===== src/rtl/lcd_pic_layer.sv =====
// Image layer: overlays a ROM image at a movable origin onto a background pixel stream,
// with power-of-two upscaling and colour-key transparency.
// Latency ROM_LAT+2 clocks, input to pix_data/img_hit. Accepts a pixel every cycle, no stall.
//
// Ports:
//   clk_in, sys_rst       pixel clock, synchronous active-high reset
//   pix_x, pix_y, bg_data current coordinate and the background pixel at that coordinate
//   layer_en_in, org_x_in, org_y_in, org_we
//                         pending enable/origin, written by org_we, applied at frame start
//   rom_addr, rom_data    registered image ROM address and its data ROM_LAT clocks later
//   pix_data, img_hit     composited pixel, and whether it came from the image
module lcd_pic_layer #(
  parameter int                IMG_WIDTH  = 345,
  parameter int                IMG_HEIGHT = 249,
  parameter int                ADDR_W     = 17,
  parameter int                DATA_W     = 24,
  parameter int                ROM_LAT    = 1,
  parameter int                SCALE_SH   = 0,
  parameter int                ORIGIN_X   = 100,
  parameter int                ORIGIN_Y   = 150,
  parameter int                KEY_EN     = 1,
  parameter logic [DATA_W-1:0] KEY_COLOR  = 24'hFF00FF
) (
  input  logic              clk_in,
  input  logic              sys_rst,
  input  logic [10:0]       pix_x,
  input  logic [10:0]       pix_y,
  input  logic [DATA_W-1:0] bg_data,
  input  logic              layer_en_in,
  input  logic [10:0]       org_x_in,
  input  logic [10:0]       org_y_in,
  input  logic              org_we,
  output logic [ADDR_W-1:0] rom_addr,
  input  logic [DATA_W-1:0] rom_data,
  output logic [DATA_W-1:0] pix_data,
  output logic              img_hit
);

  // Scaled image extent; 14 bits so origin + span never overflows (max 2047 + 8*345).
  localparam logic [13:0] SPAN_X = 14'(IMG_WIDTH << SCALE_SH);
  localparam logic [13:0] SPAN_Y = 14'(IMG_HEIGHT << SCALE_SH);

  logic [10:0] act_x, act_y, pend_x, pend_y;
  logic        act_en, pend_en;

  // Origin/enable in force for the current pixel. On the frame-start pixel the
  // pending values (or ones being written this very cycle) already take effect,
  // so the whole new frame, including (0,0), is drawn with one origin.
  logic        frame_start;
  logic [10:0] eff_x, eff_y;
  logic        eff_en;

  always_comb begin
    frame_start = (pix_x == 11'd0) && (pix_y == 11'd0);
    eff_x  = act_x;
    eff_y  = act_y;
    eff_en = act_en;
    if (frame_start) begin
      if (org_we) begin
        eff_x  = org_x_in;
        eff_y  = org_y_in;
        eff_en = layer_en_in;
      end else begin
        eff_x  = pend_x;
        eff_y  = pend_y;
        eff_en = pend_en;
      end
    end
  end

  // Hit test in widened unsigned arithmetic: windows running past 2047 simply clip.
  logic [13:0]       x_w, y_w, ox_w, oy_w;
  logic              hit;
  logic [10:0]       dx, dy;
  logic [ADDR_W-1:0] addr_next;

  always_comb begin
    x_w  = {3'b000, pix_x};
    y_w  = {3'b000, pix_y};
    ox_w = {3'b000, eff_x};
    oy_w = {3'b000, eff_y};
    hit  = eff_en && (x_w >= ox_w) && (x_w < ox_w + SPAN_X)
                  && (y_w >= oy_w) && (y_w < oy_w + SPAN_Y);
    // Offsets are only meaningful on a hit; the address is forced to 0 otherwise.
    dx = (pix_x - eff_x) >> SCALE_SH;
    dy = (pix_y - eff_y) >> SCALE_SH;
    addr_next = '0;
    if (hit) begin
      addr_next = ADDR_W'(dy) * ADDR_W'(IMG_WIDTH) + ADDR_W'(dx);
    end
  end

  // Origin and enable shadow registers.
  always_ff @(posedge clk_in) begin
    if (sys_rst) begin
      act_x   <= 11'(ORIGIN_X);
      act_y   <= 11'(ORIGIN_Y);
      act_en  <= 1'b1;
      pend_x  <= 11'(ORIGIN_X);
      pend_y  <= 11'(ORIGIN_Y);
      pend_en <= 1'b1;
    end else begin
      if (org_we) begin
        pend_x  <= org_x_in;
        pend_y  <= org_y_in;
        pend_en <= layer_en_in;
      end
      if (frame_start) begin
        act_x  <= eff_x;
        act_y  <= eff_y;
        act_en <= eff_en;
      end
    end
  end

  // Index 0 is stage A; index ROM_LAT lines up with rom_data for the same pixel.
  logic              hit_sr [0:ROM_LAT];
  logic [DATA_W-1:0] bg_sr  [0:ROM_LAT];
  logic              keyed;

  always_comb begin
    keyed = (KEY_EN != 0) && (rom_data == KEY_COLOR);
  end

  always_ff @(posedge clk_in) begin
    if (sys_rst) begin
      rom_addr <= '0;
      pix_data <= '0;
      img_hit  <= 1'b0;
      for (int i = 0; i <= ROM_LAT; i++) begin
        hit_sr[i] <= 1'b0;
        bg_sr[i]  <= '0;
      end
    end else begin
      rom_addr  <= addr_next;
      hit_sr[0] <= hit;
      bg_sr[0]  <= bg_data;
      for (int i = 1; i <= ROM_LAT; i++) begin
        hit_sr[i] <= hit_sr[i-1];
        bg_sr[i]  <= bg_sr[i-1];
      end
      if (hit_sr[ROM_LAT] && !keyed) begin
        pix_data <= rom_data;
        img_hit  <= 1'b1;
      end else begin
        pix_data <= bg_sr[ROM_LAT];
        img_hit  <= 1'b0;
      end
    end
  end

endmodule

===== config.mk =====
export PLATFORM = sky130hd
export DESIGN_NAME = lcd_pic_layer
export DESIGN_NICKNAME = d
export VERILOG_FILES = /design/src/rtl/lcd_pic_layer.sv
export SDC_FILE = /design/constraint.sdc
export NUM_CORES = 1
export LEC_CHECK = 0
export CORE_MARGIN = 2
export CORE_UTILIZATION = 49
export DETAILED_ROUTE_END_ITERATION = 10
export PLACE_DENSITY = 0.77
export RECOVER_POWER = 100
export SETUP_SLACK_MARGIN = 0.05
export SLEW_MARGIN = 20
export SYNTH_ARGS = -nofsm -noshare
export SYNTH_HDL_FRONTEND = slang
export SYNTH_SLANG_ARGS = --single-unit

===== constraint.sdc =====
create_clock -name clk_in -period 7.38 [get_ports clk_in]
set_input_delay 0.738 -clock clk_in [delete_from_list [all_inputs] [get_ports clk_in]]
set_output_delay 0.738 -clock clk_in [all_outputs]
set_load 0.005 [all_outputs]

==> metrics.yaml <==
floorplanning:
  rows: 48
  start_util_pct: 49.5
  fp.dieH_um: 136
  pin_count: 138
  fp.coreArea_mm2: 0.0171
  die_area_mm2: 0.0184
  chipWidth_um: 136
cells_and_area:
  final_util_pct: 67.2
  layout.cells.non_filler: 1367
  area_growth_syn_to_layout_pct: 35.8
  layout-drive-gt1-share_pct: 15.9
  insertedDiodeCount: 0
  final_nets: 1366
cts:
  hold_buffers: 0
  h-tree-depth: 4
  clock-sinks: 138
  cts_max_path_buffers: 2
  clkSlewWorstSetupHoldPaths_ns: 0.06
  clkLatencyLatePin_ns: 0.43
  cts_tree: "yes"
  cts_root_buffer: "clkbuf_16"
  cts_buffers: 17
power:
  powerDensity_mw_per_mm2: 326
  leakagePower_nw: 5.23
  ir_drop_v: 0.000557
setup_path:
  critPathKind: "primary input to flop"
  r2r_start: "pend_y[1]"
  crit_start: "pix_y[5]"
  worstSetupStartpointType: "primary input"
  slowest_delay_ns: 0.51
  r2r-end: "rom_addr[15]"
  rrSetupSlack_ns: 1.30
  setup.worst_path.end: "rom_addr[15]"
  path_max_fanout: 7
  end_kind: "flop"
  cp_data_arrival_time_ns: 7.43
  slowest_stage: "fa_1"
  crit_required_ns: 7.74
  critPathMostFrequentCell: "fa_1"
  r2r_cells: 24
logic_synthesis:
  ys_types: 62
  synth_seq_cells: 138
  syn_nets: 1137
  syn_avg_cell_area_um2: 9.42
  yosys-top-cells-area: "dfxtp_1 (33%), ha_1 (17%), fa_1 (6.8%)"
  ys_seq_area_share_pct: 32.6
  synth-main-ff-cell: "dfxtp_1"
  synth_area_mm2: 0.00848
  synth_area_leader_cell: "dfxtp_1"
  synth_edf_count: 0
  async_flop_share_pct: 0
  synth_top_area_share_pct: 32.6
  synth_warnings: 0
  synthCells: 900
drt:
  ant_nets: 0
  post_drt_wl_per_cell_um: 14.9
  remaining_drc_errors: 0
  drt-pass1-iter-count: 5
  wl_um: 20300
  vias: 6840
  vias_per_cell: 5.00
  first_iter_violations: 286
timing:
  fin_skew_ns: 0.0278
  finalCriticalPeriod_ns: 7.07
  tightest_slew_ns: 3.26
  setup_viol: 0
  tns_ns: 0
  hold_viol: 0
  slew_violations: 150
  fin_crit_sh_pct: 95.7
  fmax_mhz: 142
  holdWs_ns: 0.433
  slew_headroom_pct: -118
global_route:
  grt_pass1_wl_um: 33000
  grt_usage_pct: 22.8
  grt_pass1_vias: 6845
  antenna_found_initial: 0
  grt_max_degree: 72
  overflow: 0
place:
  dp.cells: 1332
  dp_hpwl_um: 15800
  finalWeightedCongestion: 0.941
  portBuffers: 137
hold_path:
  hp-class: "flop to flop"
flow_run:
  cap_violations: 3
status:
  status: "finished, violations left"
  violations: "max-capacitance violations, max-slew violations"
-- layer usage --
| layer | vias up | GRT usage, % | wire length [um] |
|---|---|---|---|
| li1 | 3508 | - | - |
| met1 | 3175 | 29.0 | 9240 |
| met2 | 125 | 38.5 | 10000 |
| met3 | 32 | 4.26 | 575 |
| met4 | 0 | 8.85 | 525 |
| met5 | - | 0 | 0 |
-- worst max-delay path: cells and delay by family --
family	cells	cell delay (ns)
fa+ha+maj	8	3.00
simple gates	9	1.62
compound gates	5	1.02
buf+inv	5	0.83
xor+xnor	1	0.23
-- power breakdown --
part,switching (W),internal (W)
Combinational,0.000988,0.00106
Clock,0.000339,0.000573
Sequential,0.00000807,0.000778
Total,0.00133,0.00241
-- what timing repair did --
item | in CTS | in global routing
resized for setup | 0 | 30
buffers inserted | 0 | 3
setup endpoints to repair | 0 | 8
hold endpoints to repair | 0 | 0
-- Yosys cell counts, drive strengths merged (22+ instances only) --
library cell	n
mux2i	48
fa	29
nor2b	62
dfxtp	138
ha	112
o21ai	42
nand2	39
xor2	22
xnor2	25
nor3	35
nor2	77
inv	85
a21oi	34
-- metrics by stage --
stage                     total power [W]  worst slack [ns]  cell area (um^2)
after floorplan                   0.00208            0.0709              8560
after global placement            0.00272            -0.103             10800
after detailed placement          0.00275            -0.297             10800
after CTS                         0.00369             0.136             11400
after global routing              0.00409           -0.0547             11500
final                             0.00375             0.315             11500
-- registers in the layout, summed over array words and instances, names as in the netlist, 2 cells and up --
name and cells:
act_y 11, pend_x 11, pend_y 11, act_x 11, rom_addr 17, bg_sr 48
hit_sr 2, pix_data 24
-- placed cells by master, fill, tap and decap left out, types with 9 or more instances in the layout --
cell type        instances
dfxtp_1                138
ha_1                   109
buf_4                   93
clkdlybuf4s50_1         87
inv_1                   84
nor2_1                  75
nor2b_1                 62
mux2i_1                 48
dlygate4sd3_1           44
nand2_1                 39
a21oi_1                 31
fa_1                    28
o21ai_0                 27
nor3_1                  27
xnor2_1                 24
xor2_1                  21
nand2b_1                19
clkbuf_16               17
o21ai_1                  9
-- logic make-up (layout without fill, tap and decap cells) --
| group | count (synthesis) | count (layout) | synth area share (%) |
|---|---|---|---|
| muxes | 54 | 54 | 6.46 |
| buffers and inverters | 111 | 353 | 5.27 |
| AOI/OAI and AO/OA | 123 | 123 | 9.27 |
| DFF | 138 | 138 | 32.6 |
| adders and majority gates | 141 | 141 | 23.4 |
| xor gates and xnor gates | 48 | 48 | 5.12 |
| and+or+nand+nor | 285 | 285 | 17.9 |
-- how the worst min path moves through the flow --
stage / to / slack, ns / depth (start not counted) / startpoint
global route: bg_sr[0][26] / 0.45 / 1 / bg_sr[0][2]
detailed placement: bg_sr[0][46] / 0.42 / 1 / bg_sr[0][22]
floorplan: bg_sr[0][24] / 0.41 / 1 / bg_sr[0][0]
global placement: bg_sr[0][25] / 0.42 / 1 / bg_sr[0][1]
finish: bg_sr[0][26] / 0.43 / 1 / bg_sr[0][2]
CTS: bg_sr[0][46] / 0.43 / 1 / bg_sr[0][22]
-- layout make-up --
class / instances / area (um^2)
clock buffer: 17 / 425
clock inverter: 15 / 213
fill: 1325 / 5610
inverter: 85 / 319
multi-input combinational: 651 / 5390
sequential: 138 / 2760
tap: 225 / 282
timing repair buffer: 236 / 2120
No activity file was read; power rests on OpenSTA's default activity.
